`src/rtl/blk_check_arbiter.sv`:
```
// blk_check_arbiter: lends one shared begin/end checker to N_REQ character streams, one whole frame at a time.
// Build option: define BLKARB_ROUND_ROBIN_EN for round-robin arbitration; left undefined, lowest index wins.
module blk_check_arbiter #(
    parameter int N_REQ   = 4,
    parameter int MAX_LEN = 255
) (
    input  logic                 clk,
    input  logic                 reset,
    input  logic [N_REQ-1:0]     in_valid,
    input  logic [8*N_REQ-1:0]   in_data,
    input  logic [N_REQ-1:0]     in_last,
    output logic [N_REQ-1:0]     in_ready,
    output logic [N_REQ-1:0]     resp_done,
    output logic                 resp_result,
    output logic                 resp_err,
    output logic                 chk_clr,
    output logic                 chk_en,
    output logic [7:0]           chk_in,
    input  logic                 chk_result,
    output logic [2:0]           dbg_state
);

    localparam int LW = $clog2(MAX_LEN + 1);
    localparam int GW = $clog2(N_REQ);

    localparam logic [2:0] S_IDLE   = 3'd0;
    localparam logic [2:0] S_CLR    = 3'd1;
    localparam logic [2:0] S_STREAM = 3'd2;
    localparam logic [2:0] S_DRAIN  = 3'd3;
    localparam logic [2:0] S_RESP   = 3'd4;

    logic [2:0]    r_state;
    logic [GW-1:0] r_gnt;
    logic [LW-1:0] r_len;
    logic          r_err;
    logic          r_resp;

    logic [GW-1:0] w_win;
    logic          w_any;
    logic          w_sel_valid;
    logic          w_sel_last;
    logic [7:0]    w_sel_data;
    logic          w_xfer;
    logic          w_full;

`ifdef BLKARB_ROUND_ROBIN_EN
    logic [GW-1:0] r_ptr;
`endif

    assign w_any = |in_valid;

    // Winner search starts at the base index and wraps once around all requesters.
    always_comb begin
        int base;
        int j;
`ifdef BLKARB_ROUND_ROBIN_EN
        base = int'(r_ptr);
`else
        base = 0;
`endif
        w_win = '0;
        j     = 0;
        for (int k = N_REQ - 1; k >= 0; k--) begin
            j = base + k;
            if (j >= N_REQ) begin
                j = j - N_REQ;
            end
            if (in_valid[j]) begin
                w_win = GW'(j);
            end
        end
    end

    always_comb begin
        w_sel_valid = 1'b0;
        w_sel_last  = 1'b0;
        w_sel_data  = 8'h00;
        for (int i = 0; i < N_REQ; i++) begin
            if (r_gnt == GW'(i)) begin
                w_sel_valid = in_valid[i];
                w_sel_last  = in_last[i];
                w_sel_data  = in_data[8*i +: 8];
            end
        end
    end

    // Handshake: a character moves on a rising edge where in_valid[i] and in_ready[i] are both high;
    // in_ready depends only on registered state, so a requester may hold or drop in_valid freely.
    assign w_xfer = (r_state == S_STREAM) && w_sel_valid;
    assign w_full = (r_len == LW'(MAX_LEN));

    always_comb begin
        in_ready  = '0;
        resp_done = '0;
        for (int i = 0; i < N_REQ; i++) begin
            in_ready[i]  = (r_state == S_STREAM) && (r_gnt == GW'(i));
            resp_done[i] = (r_state == S_RESP) && (r_gnt == GW'(i));
        end
    end

    assign chk_clr     = (r_state == S_CLR);
    assign chk_en      = w_xfer && !w_full;
    assign chk_in      = chk_en ? w_sel_data : 8'h00;
    assign resp_result = (r_state == S_RESP) && r_resp;
    assign resp_err    = (r_state == S_RESP) && r_err;
    assign dbg_state   = r_state;

    always_ff @(posedge clk or negedge reset) begin
        if (!reset) begin
            r_state <= S_IDLE;
            r_gnt   <= '0;
            r_len   <= '0;
            r_err   <= 1'b0;
            r_resp  <= 1'b0;
        end else begin
            case (r_state)
                S_IDLE: begin
                    if (w_any) begin
                        r_gnt   <= w_win;
                        r_state <= S_CLR;
                    end
                end
                S_CLR: begin
                    r_len   <= '0;
                    r_err   <= 1'b0;
                    r_state <= S_STREAM;
                end
                S_STREAM: begin
                    if (w_xfer) begin
                        // Characters past MAX_LEN never reach the checker; the frame is only flagged.
                        if (w_full) begin
                            r_err <= 1'b1;
                        end else begin
                            r_len <= r_len + LW'(1);
                        end
                        if (w_sel_last) begin
                            r_state <= S_DRAIN;
                        end
                    end
                end
                S_DRAIN: begin
                    r_resp  <= chk_result;
                    r_state <= S_RESP;
                end
                S_RESP: begin
                    r_state <= S_IDLE;
                end
                default: begin
                    r_state <= S_IDLE;
                end
            endcase
        end
    end

`ifdef BLKARB_ROUND_ROBIN_EN
    always_ff @(posedge clk or negedge reset) begin
        if (!reset) begin
            r_ptr <= '0;
        end else if (r_state == S_RESP) begin
            r_ptr <= (r_gnt == GW'(N_REQ - 1)) ? '0 : r_gnt + GW'(1);
        end
    end
`endif

endmodule
```
`config.mk`:
```
export PLATFORM = sky130hd
export DESIGN_NAME = blk_check_arbiter
export DESIGN_NICKNAME = d
export VERILOG_FILES = /design/src/rtl/blk_check_arbiter.sv
export SDC_FILE = /design/constraint.sdc
export NUM_CORES = 1
export LEC_CHECK = 0
export CORE_UTILIZATION = 30
export CTS_BUF_LIST = sky130_fd_sc_hd__clkbuf_16
export CTS_CLUSTER_SIZE = 40
export DETAILED_ROUTE_END_ITERATION = 10
export GPL_ROUTABILITY_DRIVEN = 0
export PLACE_DENSITY = 0.75
export RECOVER_POWER = 25
export SETUP_SLACK_MARGIN = 0.4
export SLEW_MARGIN = 20
export SYNTH_ARGS = -nofsm -noshare
export SYNTH_HDL_FRONTEND = slang
export SYNTH_SLANG_ARGS = --single-unit
export TNS_END_PERCENT = 100
```
`constraint.sdc`:
```
create_clock -name clk -period 2.4 [get_ports clk]
set_input_delay 0.36 -clock clk [delete_from_list [all_inputs] [get_ports clk]]
set_output_delay 0.36 -clock clk [all_outputs]
set_load 0.1 [all_outputs]
```
# After elaboration in Yosys (flattened, before gate mapping)
# Cells that the tools add are included.
[totals] in_bits=43 ram_bits=0 mem_bits_ro=0 mem_count=0 register_bits=15 latch_bits=0
[op_classes] n_eq_ne=13 muxes=27 reduce_logical=21 n_lt_le_gt_ge=0 n_div=0 add_sub_neg=1 shift=0 n_bitwise=0 mul=0
[op_table] operator="8-bit 2-to-1 mux" n=7
[op_table] operator="8-bit one-hot mux with 2 select lines" n=1
[op_table] operator="1-bit logical AND" n=12
[op_table] operator="3-bit one-hot mux with 4 select lines" n=1
[op_table] operator="1-bit 2-to-1 mux" n=10
[op_table] operator="2-bit != test, second input constant" n=5
[op_table] operator="3-bit 2-to-1 mux" n=3
[op_table] operator="3-bit AND reduction" n=3
[op_table] operator="8-bit by 1-bit adder with 8-bit output, second input constant" n=1
[op_table] operator="8-bit == test, second input constant" n=1
[op_table] operator="2-bit 2-to-1 mux" n=4
[op_table] operator="3-bit by 2-bit == test with 1-bit output, second input constant" n=2
[op_table] operator="2-bit == test, second input constant" n=2
[op_table] operator="4-bit OR reduction" n=1
[op_table] operator="3-bit by 1-bit == test with 1-bit output, second input constant" n=1
[op_table] operator="3-bit == test, second input constant" n=1
[op_table] operator="3-bit logical NOT" n=1
[op_table] operator="2-bit by 1-bit == test with 1-bit output, second input constant" n=1
[op_table] operator="2-bit logical NOT" n=1
[op_table] operator="1-bit one-hot mux with 2 select lines" n=1
[op_table] operator="2-bit AND reduction" n=1
[op_table] operator="2-bit nonzero test" n=1
[op_table] operator="1-bit logical NOT" n=1

# Depth between registers and ports, before layout
# Gate-level depths: netlist (run 1).
[logic_depth] depth_word=8 ltp_mapped=6 mapped_depth_nobuf=5

# Worst setup path after synthesis (run 1)
# No wires, ideal clock.
[synth_timing] path_kind="register to output" start="register r_state[1] (netlist: dbg_state[1])" end="output port in_ready[0]" t_required_ns=2.040 stages_incl_launch_ff=3 arrival_time_ns=3.407 setup_slack_ns=-1.367 path_cell_list="dfrtp_1 > nand2_1 > nor3_1"
[synth_between] elab_chain_cells=2
[synth_lines] element="start: declaration" line="32" rtl="logic [2:0] r_state;"
[synth_lines] element="start signal: assignment" line="110" rtl="r_state <= S_IDLE;"
[synth_lines] element="start signal: assignment" line="120" rtl="r_state <= S_CLR;"
[synth_lines] element="start signal: assignment" line="126" rtl="r_state <= S_STREAM;"
[synth_lines] element="3-bit by 2-bit == test with 1-bit output" line="96" rtl="in_ready[i] = (r_state == S_STREAM) && (r_gnt == GW'(i));"
[synth_lines] element="1-bit logical AND" line="96"
[synth_lines] element="end: declaration" line="12" rtl="output logic [N_REQ-1:0] in_ready,"
# No other way between the ends.

# Worst setup path in the final report (run 1)
[layout_timing] start="register r_gnt[0]" end="output port chk_in[3]"
[layout_between] elab_chain_cells=8
[layout_lines] element="start: declaration" line="33" rtl="logic [GW-1:0] r_gnt;"
[layout_lines] element="start signal: assignment" line="119" rtl="r_gnt <= w_win;"
[layout_lines] element="2-bit logical NOT" line="79" rtl="if (r_gnt == GW'(i)) begin"
[layout_lines] element="1-bit 2-to-1 mux (4 in series)" line="79"
[layout_lines] element="1-bit logical AND" line="89" rtl="assign w_xfer = (r_state == S_STREAM) && w_sel_valid;"
[layout_lines] element="1-bit logical AND" line="102" rtl="assign chk_en = w_xfer && !w_full;"
[layout_lines] element="8-bit 2-to-1 mux *" line="103" rtl="assign chk_in = chk_en ? w_sel_data : 8'h00;"
[layout_lines] element="end: declaration" line="18" rtl="output logic [7:0] chk_in,"
# Mark *: on every way between the ends. The rest lies on a longest branch, timed or not.

==> results of run 1 <==
==> state kept, by name, indices dropped and copies added, names as in the netlist <==
signal     cells
r_gnt          2
dbg_state      3
r_resp         1
r_err          1
r_len          8
==> cell families (layout without fill, tap and decap cells) <==
| group | after synthesis | after routing | synth area share [%] |
|---|---|---|---|
| adders and majority gates | 1 | 1 | 1.08 |
| DFF | 15 | 15 | 32.4 |
| AOI/OAI and AO/OA | 25 | 25 | 15.2 |
| muxes | 10 | 10 | 20.1 |
| and+or+nand+nor | 56 | 56 | 25.2 |
| buffers and inverters | 13 | 89 | 5.28 |
| xor gates and xnor gates | 1 | 1 | 0.755 |
==> layout make-up <==
cell class	instances	area [sq um]
well taps	48	60.1
clock inverters	1	3.75
clock buffers	3	75.1
repair buffers	79	955
inverters	6	30.0
fillers	295	1320
multi-input cells	93	861
flip-flops and latches	15	387
==> power breakdown <==
group | leakage, nW | internal [mW] | switching, mW | total (mW)
sequential | 0.194 | 0.339 | 0.0930 | 0.432
clock | 0.0423 | 0.220 | 0.0984 | 0.319
combinational | 0.715 | 0.846 | 1.24 | 2.09
total | 0.951 | 1.41 | 1.43 | 2.84
==> cell usage in the layout (no fill, tap or decap), types with 3 or more instances in the layout <==
master           Yosys  routed
clkdlybuf4s50_1      0      37
buf_12               0      20
buf_4                0      13
dfrtp_1             15      12
nand2_1             10       8
nor2_1              14       7
nand3_1              8       7
o21ai_0              6       6
mux4_1               5       5
inv_1                6       5
mux4_2               4       4
nor2b_4              0       4
and2b_4              0       4
nor2_4               0       4
dlygate4sd2_1        0       4
nor2_2               0       3
nor3_1               5       3
o211ai_1             3       3
clkbuf_16            0       3
dfrtp_4              0       3
==> through the flow <==
step / hold slack [ns] / setup WS (ns) / power, mW / util [%]
after floorplan: 0.0644 / 0.185 / 1.82 / -
after global placement: 0.481 / 0.0945 / 2.34 / 59.5
after detailed placement: 0.504 / 0.0311 / 2.39 / 59.5
after CTS: 0.514 / 0.244 / 2.83 / 63.8
after global routing: 0.531 / 0.203 / 2.97 / 64.3
final: 0.509 / 0.248 / 2.84 / 64.3
==> what timing repair did <==
action                                  CTS  global route
hold endpoints to repair                  0             0
buffers inserted                          4             2
resized for setup                        13             2
pin swaps                                 2             1
endpoints found under the setup margin   11            13
==> worst max-delay path by stage <==
| stage | startpoint | endpoint | slack (ns) | cells past startpoint |
|---|---|---|---|---|
| 3_3_place_gp | in_valid[0] | chk_in[5] | 0.09 | 6 |
| 4_1_cts | r_gnt[0]$_DFFE_PN0P_ | chk_in[3] | 0.24 | 5 |
| 5_1_grt | r_gnt[0]$_DFFE_PN0P_ | chk_in[0] | 0.20 | 5 |
| 3_5_place_dp | in_valid[0] | chk_in[5] | 0.03 | 6 |
| 2_1_floorplan | dbg_state[2]$_DFFE_PN0P_ | in_ready[1] | 0.18 | 3 |
| 6_report | r_gnt[0]$_DFFE_PN0P_ | chk_in[3] | 0.25 | 5 |
==> layer usage <==
metal / wire, um / part of all wire (%) / vias up / track usage, %
li1: - / - / 601 / -
met4: 38 / 1.0 / 0 / 5.00
met5: 0 / 0 / - / 0
met2: 1900 / 51 / 59 / 33.1
met3: 241 / 6.4 / 4 / 2.32
met1: 1570 / 42 / 610 / 23.8
==> worst max-delay path, stage by stage (launching register included) <==
cell and delay (ns):
dfrtp_1 0.38, mux4_2 0.55, o211ai_4 0.11, buf_12 0.15, and2b_4 0.19, buf_12 0.16
==> run_results.csv, run 1 <==
group,metric,value,unit
yosys,synth_top_area_share,32.4,%
clocking,clkLatencyLatePin,0.25,ns
die,num_rows,22,
min_path,worstHoldEndpoint,"r_resp$_DFFE_PN0P_",
run_status,status,"finished clean",
clocking,cts_root_buffer,"clkbuf_16",
yosys,synth_nets,165,
clocking,ctsHoldBuffers,0,
critical_path,critPathCaptureType,"output pin",
critical_path,cp_max_fo,8,
placement,dpl.hpwl,2860,um
critical_path,r2r_end,"r_len[5]$_DFFE_PN0P_",
sta,finalMaxSlewViolations,0,
placement,portBuffers,65,
grt,grt_antenna_before_repair,0,
yosys,ys_top_cells_by_count,"dfrtp_1, nor2_1, nand2_1, nand3_1",
final_layout,fin_cells,245,
die,ioPinCount,66,
clocking,htreeDepth,1,
grt,grt_pass1_wl,5960,um
yosys,synth_top_cell_by_area,"dfrtp_1",
route,first_pass_iters,4,
clocking,clock_path_buffers,2,
flow_run,drv_cap,0,
critical_path,worstSetupStartpointType,"register",
grt,grt_util_all_layers,18.7,%
sta,max_slew.worst_pin.slew,0.698,ns
route,vias,1274,
sta,max-slew-margin-rel,53.3,%
sta,finalHoldViolations,0,
critical_path,cp.arrival,1.79,ns
grt,grt.overflow.total,0,
yosys,async_flop_share,100,%
min_path,hp-start,"r_resp$_DFFE_PN0P_",
yosys,ys.warnings.count,0,
yosys,synth_area_leaders,"dfrtp_1, mux4_1, mux4_2, nor2_1, nand3_1",
power_and_ir_drop,vdd_drop_max,0.863,mV
yosys,synth.distinct_cells,42,
sta,rsz0062_at_grt,"true",
yosys,ys_seq_elements,15,
yosys,post-synth-top-count-cell,"dfrtp_1",
final_layout,fin_area,0.00237,sq mm
route,wire_per_inst,15.3,um
final_layout,syn2layout_area_growth,104,%
die,dieHeight,64.2,um
critical_path,rr_worst_depth,6,
die,coreArea,0.00369,sq mm
final_layout,layout-drive-gt1-share,38.1,%
yosys,synth-edff-count,0,
die,start_util,31.4,%
sta,finalSetupViolations,0,
placement,dp.cells,235,
route,vias_per_cell,5.20,
placement,placed_area,0.00219,sq mm
clocking,cts_buffers,3,
clocking,clk_pin_slew,0.05,ns
sta,fin_worst_skew,0.00498,ns
yosys,mappedNetlistArea,0.00116,sq mm
power_and_ir_drop,power.leakage,0.951,nW
final_layout,antennaDiodeCount,0,
critical_path,r2r-start,"dbg_state[2]$_DFFE_PN0P_",
min_path,hold_path_depth,1,
min_path,hold_path_class,"reg -> reg",
critical_path,reg2reg_slack,0.59,ns
yosys,synthFlopType,"dfrtp_1",
sta,fmax,465,MHz
critical_path,cp.required,2.04,ns
route,routed_wirelength,3750,um
yosys,netlist_instances,121,
yosys,synth.avg_cell_area,9.59,sq um
sta,fin_crit,2.15,ns
route,antenna_left,0,
die,die_area,0.00412,sq mm
die,die_w,64.2,um
clocking,cts_sinks,15,
sta,fin_tns_setup,0,ns
critical_path,worstSetupPathType,"reg -> out",
grt,first_global_vias,1252,
power_and_ir_drop,powerDensity,1200,mW/mm^2
grt,grt_start_max_net_pins,19,
final_layout,fin_nets,242,
sta,fin_crit_sh,89.7,%
yosys,synth_sequential_area_ratio,32.4,%
route,drt_iter0_drc,46,
route,drc_errors,0,
clocking,cts_tree,"yes",
Power figures use the tool's default switching activity.
==> run 2, diff against run 1 <==
Settings changed: CORE_ASPECT_RATIO set to 1.25, MAX_ROUTING_LAYER set to met4, SLEW_MARGIN 20 to 10.
==> run 2 against run 1 <==
Compared with the run above: the run now ends with DRC left; register-to-register slack worse by 0.05 ns; cell count down 4.5%; worst setup slack worse by 0.013 ns; die area barely moved.
==> run_results.csv, run 2 (synthesis gave the netlist of run 1 again) <==
group,metric,value,unit
critical_path,worstSetupPathType,"reg -> out",
route,vias_per_cell,5.46,
clocking,clk_pin_slew,0.05,ns
sta,max_slew.worst_pin.slew,0.664,ns
route,wire_per_inst,17.7,um
final_layout,syn2layout_area_growth,99.9,%
critical_path,critPathCaptureType,"output pin",
sta,rsz0062_at_grt,"true",
final_layout,largest_reg_flops,8,
grt,grt_pass1_wl,6460,um
clocking,ctsHoldBuffers,0,
final_layout,multiInputGateArea,846,sq um
die,die_w,57.6,um
sta,fin_crit,2.17,ns
die,ioPinCount,66,
clocking,cts_tree,"yes",
sta,finalHoldViolations,0,
grt,grt_antenna_before_repair,0,
placement,dp.cells,228,
power_and_ir_drop,powerDensity,1210,mW/mm^2
clocking,clock_path_buffers,2,
route,antenna_left,0,
die,dieHeight,71.5,um
placement,dpl.hpwl,3310,um
final_layout,layout_commonest_cell,"clkdlybuf4s50_1",
critical_path,rr_worst_depth,5,
run_status,violations,"DRC",
critical_path,cp_max_fo,8,
critical_path,cp.arrival,1.81,ns
sta,fin_worst_skew,0.000765,ns
sta,whs,0.511,ns
placement,portBuffers,65,
power_and_ir_drop,power.leakage,0.940,nW
final_layout,antennaDiodeCount,0,
sta,fin_crit_sh,90.2,%
min_path,hold_path_depth,1,
route,drt_iter0_drc,46,
sta,fmax,462,MHz
clocking,cts_root_buffer,"clkbuf_16",
sta,max-slew-margin-rel,55.6,%
placement,placed_area,0.00220,sq mm
power_and_ir_drop,vdd_drop_max,0.921,mV
clocking,htreeDepth,1,
clocking,cts_sinks,15,
final_layout,fin_nets,240,
final_layout,nFillCells,285,
placement,dp_slack,-0.00842,ns
die,num_rows,24,
final_layout,fin_cells,234,
sta,finalSetupViolations,0,
route,drc_errors,12,
grt,grt_start_max_net_pins,19,
grt,grt_util_all_layers,21.3,%
route,vias,1278,
run_status,status,"finished with violations",
final_layout,layout-drive-gt1-share,36.9,%
final_layout,largest_register,"r_len",
route,first_pass_iters,8,
die,start_util,32.2,%
final_layout,seqCellArea,387,sq um
die,coreArea,0.00360,sq mm
critical_path,cp.required,2.04,ns
sta,fin_ws,0.235,ns
final_layout,final_cell_mix,"clkdlybuf4s50_1, buf_12, buf_4",
grt,first_global_vias,1264,
critical_path,worstSetupStartpointType,"register",
clocking,clkLatencyLatePin,0.25,ns
grt,grt.overflow.total,0,
sta,finalMaxSlewViolations,0,
route,routed_wirelength,4140,um
final_layout,fin_area,0.00232,sq mm
die,die_area,0.00412,sq mm
flow_run,drv_cap,0,
min_path,hold_path_class,"reg -> reg",
clocking,cts_buffers,3,
[run 2: cell types whose count changed in the layout (fill, tap and decap cells not counted), sizes merged]
cell,before,now
buf,36,35
clkbuf,4,3
[run 2: critical path: stages (launching register included)]
cell and delay [ns]:
dfrtp_1 0.40, mux4_2 0.57, o211ai_4 0.17, and2b_4 0.25
buf_12 0.16
[run 2: power breakdown]
group | switching [mW] | internal [mW] | leakage, nW
registers | 0.0980 | 0.339 | 0.194
clock network | 0.0994 | 0.220 | 0.0423
logic | 1.24 | 0.808 | 0.704
total | 1.43 | 1.37 | 0.940
[run 2: cell type report]
class,instances,share of cell area (%)
Inverter,6,1.30
Multi-Input combinational cell,93,36.5
Tap cell,39,2.10
Clock inverter,1,0.162
Clock buffer,3,3.24
Timing Repair Buffer,77,40.0
Sequential cell,15,16.7
[run 2: path summary, 6_finish.rpt]
kind,startpoint,to,slack (ns)
max,r_gnt[0]$_DFFE_PN0P_,chk_in[1],0.23
min,r_resp$_DFFE_PN0P_,r_resp$_DFFE_PN0P_,0.51
max in group asynchronous,reset,dbg_state[0]$_DFFE_PN0P_,1.32
max reg2reg,dbg_state[2]$_DFFE_PN0P_,r_len[5]$_DFFE_PN0P_,0.54
min in group asynchronous,reset,r_len[2]$_DFFE_PN0P_,0.59
min reg2reg,r_resp$_DFFE_PN0P_,r_resp$_DFFE_PN0P_,0.51
[run 2: stage by stage]
stage	TNS [ns]	utilization (%)	power [mW]
3_3_place_gp	0	61.0	2.36
6_report	0	64.3	2.80
2_1_floorplan	0	-	1.82
5_1_grt	0	64.3	2.91
3_5_place_dp	-0.0136	61.0	2.40
4_1_cts	0	64.1	2.80
[run 2: layer usage]
metal / global-route usage, % / share of wire (%) / up-vias
met5: - / 0 / -
met4: 6.50 / 1.5 / 0
met3: 5.23 / 11 / 7
met2: 36.7 / 50 / 70
met1: 24.1 / 37 / 599
li1: - / - / 602
[run 2: timing repair]
action	CTS	global route
pin swaps	0	1
setup endpoints to repair	11	13
buffers inserted	2	0
hold endpoints to repair	0	0
resized for setup	9	2
